## src/rtl/dmem_mmio.sv

```systemverilog
`timescale 1ns/1ps
// Data-side memory for the single-cycle core: word RAM plus a small IO page
// (TX byte FIFO, status, free-running cycle counter, GPIO).
module dmem_mmio #(
    parameter int DEPTH_WORDS = 64,
    parameter int FIFO_DEPTH  = 4
) (
    input  logic        clk,
    input  logic        rst,
    input  logic        MemWrite,
    input  logic [31:0] ALUResult,
    input  logic [31:0] WriteData,
    output logic [31:0] ReadData,
    output logic        tx_valid,
    output logic [7:0]  tx_data,
    input  logic        tx_ready,
    output logic [31:0] gpio_out
);
    localparam int AW = $clog2(DEPTH_WORDS);
    localparam int FW = $clog2(FIFO_DEPTH);
    localparam logic [FW:0] CNT_FULL = (FW+1)'(FIFO_DEPTH);

    logic [31:0]   ram [DEPTH_WORDS];
    logic [AW-1:0] ram_idx;
    logic          is_io;
    logic [13:0]   io_word;
    logic          sel_tx, sel_status, sel_cycle, sel_gpio;
    logic          wr_en;

    logic [7:0]    fifo_mem [FIFO_DEPTH];
    logic [FW-1:0] rd_ptr, wr_ptr;
    logic [FW:0]   count;
    logic          empty, full;
    logic          pop, push_req, push_ok, ovf_set, ovf_clr;
    logic          overflow;
    logic [31:0]   cycle_cnt, cycle_nxt;
    logic [31:0]   gpio_q;
    logic          unused_addr_lsbs;

    // Word access only: the byte-lane bits of the address play no part.
    assign unused_addr_lsbs = ^ALUResult[1:0];

    assign ram_idx    = ALUResult[AW+1:2];
    assign is_io      = (ALUResult[31:16] == 16'hFFFF);
    assign io_word    = ALUResult[15:2];
    assign sel_tx     = is_io && (io_word == 14'd0);
    assign sel_status = is_io && (io_word == 14'd1);
    assign sel_cycle  = is_io && (io_word == 14'd2);
    assign sel_gpio   = is_io && (io_word == 14'd3);
    assign wr_en      = MemWrite && !rst;

    assign empty    = (count == '0);
    assign full     = (count == CNT_FULL);
    assign tx_valid = !empty;
    assign tx_data  = empty ? 8'h00 : fifo_mem[rd_ptr];
    assign gpio_out = gpio_q;

    // A pop frees a slot on the same edge, so a push into a full FIFO still lands.
    assign pop      = tx_valid && tx_ready;
    assign push_req = wr_en && sel_tx;
    assign push_ok  = push_req && (!full || pop);
    assign ovf_set  = push_req && full && !pop;
    assign ovf_clr  = wr_en && sel_status && WriteData[2];

    assign cycle_nxt = cycle_cnt + 32'd1;

    always_ff @(posedge clk) begin
        if (wr_en && !is_io) begin
            ram[ram_idx] <= WriteData;
        end
    end

    always_ff @(posedge clk) begin
        if (push_ok) begin
            fifo_mem[wr_ptr] <= WriteData[7:0];
        end
    end

    always_ff @(posedge clk) begin
        if (rst) begin
            rd_ptr    <= '0;
            wr_ptr    <= '0;
            count     <= '0;
            overflow  <= 1'b0;
            cycle_cnt <= '0;
            gpio_q    <= '0;
        end else begin
            cycle_cnt <= cycle_nxt;
            if (push_ok) begin
                wr_ptr <= wr_ptr + FW'(1);
            end
            if (pop) begin
                rd_ptr <= rd_ptr + FW'(1);
            end
            case ({push_ok, pop})
                2'b10:   count <= count + (FW+1)'(1);
                2'b01:   count <= count - (FW+1)'(1);
                default: count <= count;
            endcase
            if (ovf_set) begin
                overflow <= 1'b1;
            end else if (ovf_clr) begin
                overflow <= 1'b0;
            end
            if (wr_en && sel_gpio) begin
                gpio_q <= WriteData;
            end
        end
    end

    always_comb begin
        ReadData = '0;
        if (!is_io) begin
            ReadData = ram[ram_idx];
        end else if (sel_status) begin
            ReadData = {29'b0, overflow, full, empty};
        end else if (sel_cycle) begin
            ReadData = cycle_cnt;
        end else if (sel_gpio) begin
            ReadData = gpio_q;
        end
    end

endmodule

```

## config.mk

```make
export PLATFORM = sky130hd
export DESIGN_NAME = dmem_mmio
export DESIGN_NICKNAME = d
export VERILOG_FILES = /design/src/rtl/dmem_mmio.sv
export SDC_FILE = /design/constraint.sdc
export NUM_CORES = 2
export LEC_CHECK = 0
export BUFFER_PORTS_ARGS = -buffer_cell sky130_fd_sc_hd__buf_2
export CORE_ASPECT_RATIO = 0.7
export CORE_MARGIN = 3
export CORE_UTILIZATION = 45
export DETAILED_ROUTE_END_ITERATION = 16
export PLACE_DENSITY_LB_ADDON = 0.3
export SYNTH_ARGS = -nofsm -noshare
export SYNTH_HDL_FRONTEND = slang
export SYNTH_SLANG_ARGS = --single-unit
```

## constraint.sdc

```tcl
create_clock -name clk -period 3.9 [get_ports clk]
set_input_delay 0.78 -clock clk [delete_from_list [all_inputs] [get_ports clk]]
set_output_delay 0.78 -clock clk [all_outputs]
set_load 0.1 [all_outputs]
```

==> impl_metrics.toml <==
[outcome]
status = "complete, but fails checks"
violations = "setup timing"

[finish]
instances_no_fill = 7170
mostFrequentLayoutCell = "edfxtp_1"
final_net_count = 4624
syn2layout_area_growth_pct = 21.09
multi_input_area_um2 = 19820
seq_area_um2 = 63940
n_fill_cell = 13610
mostFrequentLayoutCells = "2080 x edfxtp_1, 486 x mux4_2, 381 x buf_4"
drive_above_1_share_pct = 36.12

[place]
dp_cells = 6759
place.gp.congestion = 0.8771
dp_hpwl_mm = 142.0
port_buffers = 138

[clock_tree]
clk_path_buf_depth = 3
htree_levels = 4
cts_tree = "done"
insertion_delay_ns = 0.83
clockRootBuffer = "clkbuf_16"
cts_buffers = 184
cts.sinks = 2154
postCtsHoldBufs = 0
cts.clk_slew.worst_paths_ns = 0.07

[sta]
min_period_over_period_pct = 102.0
slew_headroom_pct = 12.88
fmax_mhz = 251.4
finalCriticalPeriod_ns = 3.977
finClkSkew_ns = 0.01551
hold_viol = 0
setup_viol = 17
worst_pin_slew_ns = 1.307
rsz0062_at_grt = "yes"
setup_ws_ns = -0.07707
slew_viol_final = 0

[critical_path]
crit_required_ns = 3.12
end_kind = "output pin"
crit_type = "input port to output pin"
cp_max_fo = 7
start_kind = "input port"
worstPathArrival_ns = 3.20

[synthesis]
yosys_warnings = 0
yosys.area.top_type = "edfxtp_1"
synth_edf_count = 2080
synth-seq-area-share_pct = 77.23
syn-num-nets = 3972
async_flop_share_pct = 0
syn-instance-count = 3898
synth-seq-cells = 2154
netlist.area_leader.share_pct = 75.44
avgSynthCellArea_um2 = 21.24
synth_cell_type_count = 55
syn_area_um2 = 82790
ys.flop_type = "edfxtp_1"
synth_area_leaders = "edfxtp_1 75%, mux4_2 13%, mux2i_1 2.5%"

[drt]
drc = 0
drt_first_pass_iters = 8
drt-initial-drc-count = 6213
vias = 43780
drt_wl_total_mm = 232.0
ant_nets = 0
wl_per_cell_um = 32.36
vias_per_cell = 6.106

[global_routing]
antenna_found_initial = 6
grt_max_degree = 74
overflow = 0
grt_pass1_vias = 42330
grt_pass1_wl_mm = 324.7
grt_util_all_layers_pct = 24.16

[power]
powerDensity_nw_per_um2 = 475.3
ir_drop_mv = 0.5433
leakagePower_nw = 32.56
totalPowerFinal_mw = 47.66

[floorplan]
dieArea_um2 = 189200
die_y_um = 364.9
rows = 131
core_area_um2 = 182600
start_util_pct = 45.34
boundaryPins = 141
die_w_um = 518.7

[flow_run]
drv_cap = 0

[min_path]
hold_path.class = "input port to register"
[registers in the layout (all words and copies together) (netlist names), named ones only]
name	count
count	3
cycle_cnt	32
fifo_mem	32
gpio_out	32
overflow	1
ram	2048
rd_ptr	2
wr_ptr	2
[layout make-up]
cell class	instances	share of cell area [%]
flip-flops and latches	2154	63.78
repair buffers	684	7.368
inverters	7	0.02621
well taps	2460	3.070
clock buffers	226	4.781
diodes	3	0.007488
clock inverters	117	1.202
multi-input cells	1519	19.77
[per-layer routing]
metal / share of wire [%] / track usage, % / vias to the layer above
li1: - / - / 17610
met1: 42 / 36.36 / 23440
met2: 44 / 34.93 / 2449
met3: 12 / 7.264 / 275
met4: 2.0 / 5.302 / 8
met5: 0.082 / 0 / -
[report_power, final]
group | internal, mW | leakage (nW) | total, mW | switching (mW)
registers | 25.4 | 19.3 | 25.4 | 0.0223
logic | 1.47 | 10.3 | 3.70 | 2.23
clock network | 10.0 | 2.92 | 18.5 | 8.48
total | 36.9 | 32.6 | 47.7 | 10.7
[cell usage after synthesis (2+ instances only)]
| cell type | number |
|---|---|
| inv_1 | 6 |
| o22ai_1 | 92 |
| and4_1 | 3 |
| nor3_1 | 34 |
| buf_2 | 89 |
| a32oi_1 | 2 |
| o211ai_1 | 4 |
| xor2_1 | 22 |
| a21oi_1 | 34 |
| o2111ai_1 | 11 |
| nand2_1 | 140 |
| nor2_1 | 151 |
| a31oi_1 | 3 |
| or2_2 | 2 |
| nand4_1 | 18 |
| buf_1 | 25 |
| nand3_1 | 31 |
| o32ai_1 | 6 |
| or4_1 | 3 |
| nor4_1 | 2 |
| a22o_1 | 2 |
| mux2_2 | 19 |
| ha_1 | 5 |
| xnor2_1 | 11 |
| or3_1 | 17 |
| nor4_2 | 3 |
| clkbuf_1 | 95 |
| a211oi_1 | 9 |
| and2_1 | 19 |
| nand2b_1 | 8 |
| a22oi_1 | 87 |
| dfxtp_1 | 74 |
| buf_4 | 9 |
| edfxtp_1 | 2080 |
| nor2b_1 | 15 |
| o311ai_1 | 15 |
| mux2i_1 | 205 |
| o21ai_0 | 4 |
| and3_1 | 12 |
| mux4_2 | 486 |
| nand3b_1 | 31 |
[per-stage QoR]
| step | cell area (µm²) | setup TNS [ns] | setup slack [ns] | util (%) | hold WS, ns |
|---|---|---|---|---|---|
| after floorplan | 83280 | -12.34 | -0.4413 | - | 0.4275 |
| after global placement | 91380 | -10.17 | -0.5672 | 50.04 | 0.4407 |
| after detailed placement | 91380 | -10.18 | -0.5964 | 50.04 | 0.4551 |
| after CTS | 99210 | -0.1627 | -0.04199 | 54.33 | 0.3580 |
| after global routing | 100300 | -1.262 | -0.1151 | 54.90 | 0.3978 |
| final | 100300 | -0.5677 | -0.07707 | 54.91 | 0.4034 |
[path summary, 6_finish.rpt]
path                  end         start  slack, ns  cells after the start
max          ReadData[15]  ALUResult[4]      -0.08                     11
min              count[2]      tx_ready       0.40                      4
max reg2reg      count[2]      count[2]       1.41                      8
min reg2reg  cycle_cnt[0]  cycle_cnt[0]       0.47                      1
[kinds of logic after synthesis]
| group | share of synthesized area (%) |
|---|---|
| xor gates and xnor gates | 0.3491 |
| adders and majority gates | 0.09974 |
| muxes | 15.96 |
| DFF | 77.23 |
| AOI/OAI and AO/OA | 2.293 |
| and+or+nand+nor | 2.876 |
| buffers and inverters | 1.195 |
[worst max-delay path, cell delays in order]
cell,delay [ns]
buf_16,0.15
buf_12,0.18
buf_12,0.14
buf_4,0.11
mux4_2,0.48
mux2i_1,0.25
buf_4,0.22
o22ai_1,0.14
nor3_4,0.28
o311ai_4,0.19
buf_12,0.21
[repair_timing]
action | CTS | global route
pin swaps | 32 | 43
hold endpoints to repair | 0 | 0
buffers inserted | 29 | 28
endpoints found under the setup margin | 32 | 32
resized for setup | 234 | 147
gates cloned | 17 | 6
Power figures use the tool's default switching activity.
